## src/rtl/cpu_pkg.sv

```systemverilog
// Shared types and sizing constants for the CPU program-memory loader.
// The loader FSM states live here so the bench and any debug logic agree on encoding.
package cpu_pkg;

    localparam int PROG_ADDR_W = 8;
    localparam int INSTR_W     = 16;
    localparam int PROG_DEPTH  = 256;

    typedef enum logic [2:0] {
        IDLE,
        LEN,
        LO,
        HI,
        RUN
    } loader_state_t;

endpackage

```

## src/rtl/program_ram.sv

```systemverilog
// Program storage: one synchronous write port, one asynchronous read port, no reset.
// A read of the address being written in the same cycle returns the old word.
module program_ram
    import cpu_pkg::*;
#(
    parameter int ADDR_W = PROG_ADDR_W,
    parameter int DATA_W = INSTR_W
) (
    input  logic              clk,
    input  logic              we,
    input  logic [ADDR_W-1:0] waddr,
    input  logic [DATA_W-1:0] wdata,
    input  logic [ADDR_W-1:0] raddr,
    output logic [DATA_W-1:0] rdata
);

    logic [DATA_W-1:0] mem [2**ADDR_W];

    always_ff @(posedge clk) begin
        if (we) begin
            mem[waddr] <= wdata;
        end
    end

    assign rdata = mem[raddr];

endmodule

```

## src/rtl/program_loader_rom.sv

```systemverilog
// Program-memory responder: fills the RAM from a byte stream (length, then low/high byte
// pairs) while holding the CPU in reset, and serves combinational fetches at all times.
module program_loader_rom
    import cpu_pkg::*;
#(
    parameter int ADDR_W = PROG_ADDR_W,
    parameter int DATA_W = INSTR_W
) (
    input  logic              clk,
    input  logic              rst,
    input  logic              load_start,
    input  logic              load_valid,
    input  logic [7:0]        load_byte,
    output logic              load_ready,
    output logic              load_done,
    output logic              cpu_rst,
    input  logic [ADDR_W-1:0] mem_address,
    output logic [DATA_W-1:0] mem_value,
    output logic [ADDR_W:0]   word_count
);

    localparam int CNT_W = ADDR_W + 1;
    localparam logic [CNT_W-1:0] DEPTH = CNT_W'(1) << ADDR_W;

    loader_state_t     state;
    loader_state_t     next_state;
    logic [ADDR_W-1:0] wr_ptr;
    logic [CNT_W-1:0]  remaining;
    logic [7:0]        lo_latch;

    logic              accept;
    logic              ram_we;
    logic [DATA_W-1:0] ram_wdata;
    logic              last_word;
    logic [CNT_W-1:0]  len_words;

    function automatic logic [CNT_W-1:0] sat_inc(input logic [CNT_W-1:0] v);
        return (v == DEPTH) ? v : v + CNT_W'(1);
    endfunction

    function automatic logic [CNT_W-1:0] decode_len(input logic [7:0] b);
        return (b == 8'd0) ? DEPTH : CNT_W'(b);
    endfunction

    program_ram #(
        .ADDR_W (ADDR_W),
        .DATA_W (DATA_W)
    ) u_ram (
        .clk   (clk),
        .we    (ram_we),
        .waddr (wr_ptr),
        .wdata (ram_wdata),
        .raddr (mem_address),
        .rdata (mem_value)
    );

    always_ff @(posedge clk or negedge rst) begin
        if (!rst) begin
            state <= IDLE;
        end else begin
            state <= next_state;
        end
    end

    // load_start always wins: it restarts from LEN and a coincident byte is dropped
    always_comb begin
        next_state = state;
        case (state)
            IDLE: begin
                if (load_start) next_state = LEN;
            end
            LEN: begin
                if (load_start)  next_state = LEN;
                else if (accept) next_state = LO;
            end
            LO: begin
                if (load_start)  next_state = LEN;
                else if (accept) next_state = HI;
            end
            HI: begin
                if (load_start)  next_state = LEN;
                else if (accept) next_state = last_word ? RUN : LO;
            end
            RUN: begin
                if (load_start) next_state = LEN;
            end
            default: next_state = IDLE;
        endcase
    end

    always_comb begin
        accept    = load_valid && load_ready && !load_start;
        ram_we    = (state == HI) && accept;
        ram_wdata = {load_byte, lo_latch};
        last_word = ram_we && (remaining == CNT_W'(1));
        len_words = decode_len(load_byte);
    end

    // cpu_rst drops only on the second RUN cycle, so the CPU sees a reset edge after the last write
    always_ff @(posedge clk or negedge rst) begin
        if (!rst) begin
            load_ready <= 1'b0;
            cpu_rst    <= 1'b1;
            load_done  <= 1'b0;
        end else begin
            load_ready <= (next_state inside {LEN, LO, HI});
            cpu_rst    <= !((state == RUN) && (next_state == RUN));
            load_done  <= last_word;
        end
    end

    always_ff @(posedge clk or negedge rst) begin
        if (!rst) begin
            wr_ptr     <= '0;
            remaining  <= '0;
            lo_latch   <= '0;
            word_count <= '0;
        end else begin
            if ((state == LEN) && accept) begin
                remaining  <= len_words;
                wr_ptr     <= '0;
                word_count <= '0;
            end
            if ((state == LO) && accept) begin
                lo_latch <= load_byte;
            end
            if (ram_we) begin
                wr_ptr     <= wr_ptr + 1'b1;
                word_count <= sat_inc(word_count);
                remaining  <= remaining - 1'b1;
            end
        end
    end

endmodule

```

## config.mk

```make
export PLATFORM = sky130hd
export DESIGN_NAME = program_loader_rom
export DESIGN_NICKNAME = d
export VERILOG_FILES = /design/src/rtl/cpu_pkg.sv /design/src/rtl/program_ram.sv /design/src/rtl/program_loader_rom.sv
export SDC_FILE = /design/constraint.sdc
export NUM_CORES = 2
export LEC_CHECK = 0
export CORE_MARGIN = 4
export CORE_UTILIZATION = 49
export CTS_CLUSTER_DIAMETER = 50
export DETAILED_ROUTE_END_ITERATION = 8
export PLACE_DENSITY = 0.61
export SLEW_MARGIN = 40
export SYNTH_ARGS = -nofsm -noshare
export SYNTH_HDL_FRONTEND = slang
export SYNTH_SLANG_ARGS = --single-unit
```

## constraint.sdc

```tcl
create_clock -name clk -period 7.1 [get_ports clk]
set_clock_uncertainty 0.1 [all_clocks]
set_input_delay 1.42 -clock clk [delete_from_list [all_inputs] [get_ports clk]]
set_output_delay 1.42 -clock clk [all_outputs]
set_load 0.01 [all_outputs]
```

==> out/metrics.yaml <==
status: "finished clean"
criticalPathCategory: "in2out"
rows: 209
synth_fp_nets: 7700
num_vias: 81900
synth_top_family_by_area: "multiplexers"
drive_gt1_frac: 0.257
cts_num_sinks: 4136
cp_slowest_cell: "or4_1"
critical_path.most_common_cell: "buf_4"
required_ps: 5580
gp_congestion: 0.890
hold_path_class: "in2async"
grt_pass1_wl_mm: 612
rsz0062_at_grt: "false"
dp.cells: 12200
wl_per_cell_um: 33.2
end_kind: "output pin"
cts_hold_buf: 0
finalMaxSlewViolations: 0
hpwl_mm: 262
portBuffers: 47
worstSetupStartpointType: "input port"
synthSimpleGateAreaFrac: 0.0247
clk_latency_ps: 990
synth_compound_area_frac: 0.0332
fin_total_pwr_mw: 54.4
min_period_ps: 7060
synthDistinctLibCells: 56
clock-root-buffer: "clkbuf_16"
irDropWorstVdd_uv: 251
powerDensity_nw_per_um2: 296
arrival_ps: 5540
hold_violations: 0
overflow: 0
cpPeakStageDelay_ps: 630
leakage_nw: 59.2
synthAdderAreaFrac: 0.000625
synth-xor-area-share: 0
syn_to_final_growth_pct: 15.0
synth_top_cell_by_area: "edfxtp_1"
place_area_um2: 169000
fmaxAchievable_ghz: 0.142
drt-pass1-iter-count: 6
drc: 0
synth_top_area_share: 0.768
antenna_found_initial: 18
wirelength_mm: 431
finish.cell_count_without_fillers: 13000
post-route-period-util: 0.994
detail-route-antenna-nets: 0
ys_top_cells_by_count: "4096 x edfxtp_1, 826 x mux4_2, 543 x mux2i_1, 499 x nor2_1, 245 x o22ai_1"
drtIter0Drc: 10600
cts_buffers: 442
synth_flop_cell: "edfxtp_1"
yosysSeqAreaShare: 0.775
die_area_um2: 336000
clk_pin_slew_ps: 70
max-cap-violations: 0
clock_path_buffers: 4
fp.dieH_um: 580
core_area_um2: 325000
fin_nets: 8310
async_flop_share: 0.00967
cp_max_fo: 44
grtUsageTotal: 0.255
grt_pass1_vias: 81100
ys_ff_latch: 4136
setup_viol: 0
finalInstanceArea_um2: 184000
synth_area_um2: 160000
dieWidth_um: 580
ys_warn_count: 0
path_cells: "buf_16 > buf_12 > buf_4 > mux4_2 > a2111oi_0 > buf_4 > nor2_1 > nand4_1 > or4_1 > nor4_4 > buf_4 > clkdlybuf4s50_1"
slew_headroom: 0.318
cp_top_family: "buffers and inverters"
postSynthCellCount: 7672
post-cts-setup-buffer-count: 0
tightest_slew_ps: 1020
muxShareOfSynthArea: 0.152
grt_start_max_net_pins: 162
synth_edf_count: 4096
avgSynthCellArea_um2: 20.9
cts_tree: "yes"
viasPerCell: 6.31
synth_area_leaders: "edfxtp_1 77%, mux4_2 12%, mux2i_1 3.4%"
ios: 48
initial_core_util: 0.493
crit_buf_inv: 6
htree_levels: 5
yosysMostFrequentCell: "edfxtp_1"
-- layout by cell type, fill, tap and decap left out, types with 33 or more instances in the layout --
cell type,netlist,routed
a22oi_1,48,48
bufinv_16,0,52
nor2_1,499,453
buf_4,59,515
a22o_1,33,33
mux2i_1,543,543
o21ai_0,34,34
mux4_2,826,826
clkbuf_1,229,74
nor3_1,162,153
o22ai_1,245,244
o221ai_1,134,132
clkinv_2,0,79
a221oi_1,34,33
buf_12,3,54
edfxtp_1,4096,4096
nand2_1,63,45
clkbuf_16,0,446
a21oi_1,170,170
clkinv_1,0,91
-- routing by layer --
metal	vias up	share of wire	GRT usage
met1	43700	0.40	0.363
met4	6	0.040	0.0885
met3	695	0.087	0.0469
met5	-	0.00023	0
met2	4032	0.48	0.400
li1	33500	-	-
-- worst reg2reg max path, delay by kind of cell (launching register included) --
kind	cells	cell delay [ps]
buf+inv	1	340
simple gates	6	2910
flops	1	420
-- stage by stage --
step | TNS, ps | util | setup slack, ps | hold slack [ps]
after floorplan | 0 | - | 1860 | 392
after global placement | -3980 | 0.519 | -784 | 433
after detailed placement | -1040 | 0.521 | -303 | 462
after CTS | 0 | 0.565 | 6.73 | 278
after global routing | 0 | 0.566 | 26.7 | 341
final | 0 | 0.567 | 42.8 | 333
-- report_power, final --
group / internal (mW) / leakage, nW / switching [mW]
registers: 27.8 / 37.6 / 0.208
clock network: 13.4 / 7.02 / 9.45
logic: 1.07 / 14.6 / 2.54
total: 42.2 / 59.2 / 12.2
-- cell type report --
cell class,instances,area (um^2)
inverter,13,58.8
sequential,4136,124000
antenna,10,25.0
multi-input combinational,3056,34200
timing repair buffer,633,5840
fill,23900,141000
tap,4325,5410
clock buffer,520,11400
clock inverter,291,3000
-- path summary, 6_finish.rpt --
check,from,to,slack (ps),cells after the start
min in group clk,word_count[8]$_DFFE_PN0P_,word_count[8]$_DFFE_PN0P_,480,2
max,mem_address[0],mem_value[1],40,12
max in group asynchronous,rst,lo_latch[4]$_DFFE_PN0P_,6120,1
min reg2reg,word_count[8]$_DFFE_PN0P_,word_count[8]$_DFFE_PN0P_,480,2
min,rst,wr_ptr[7]$_DFFE_PN0P_,330,1
max reg2reg,state[0]$_DFF_PN0_,u_ram.mem[39][7]$_DFFE_PP_,3010,7
-- what timing repair did --
action                                  in CTS  in global routing
resized for setup                            8                  6
pin swaps                                    0                  1
endpoints found under the setup margin       7                  5
gates cloned                                 0                  0
-- registers in the layout, indices dropped and copies added (netlist names) --
name / flops
cpu_rst: 1
lo_latch: 8
load_done: 1
load_ready: 1
remaining: 9
state: 3
u_ram.mem: 4096
word_count: 9
wr_ptr: 8
-- cells by family (layout without fill, tap and decap cells) --
kind of cell / after synthesis / after routing
other: 0 / 10
AOI/OAI and AO/OA: 775 / 775
and+or+nand+nor: 885 / 885
adders and majority gates: 8 / 8
muxes: 1388 / 1388
DFF: 4136 / 4136
buffers and inverters: 480 / 1457
(Power assumes the default switching activity.)
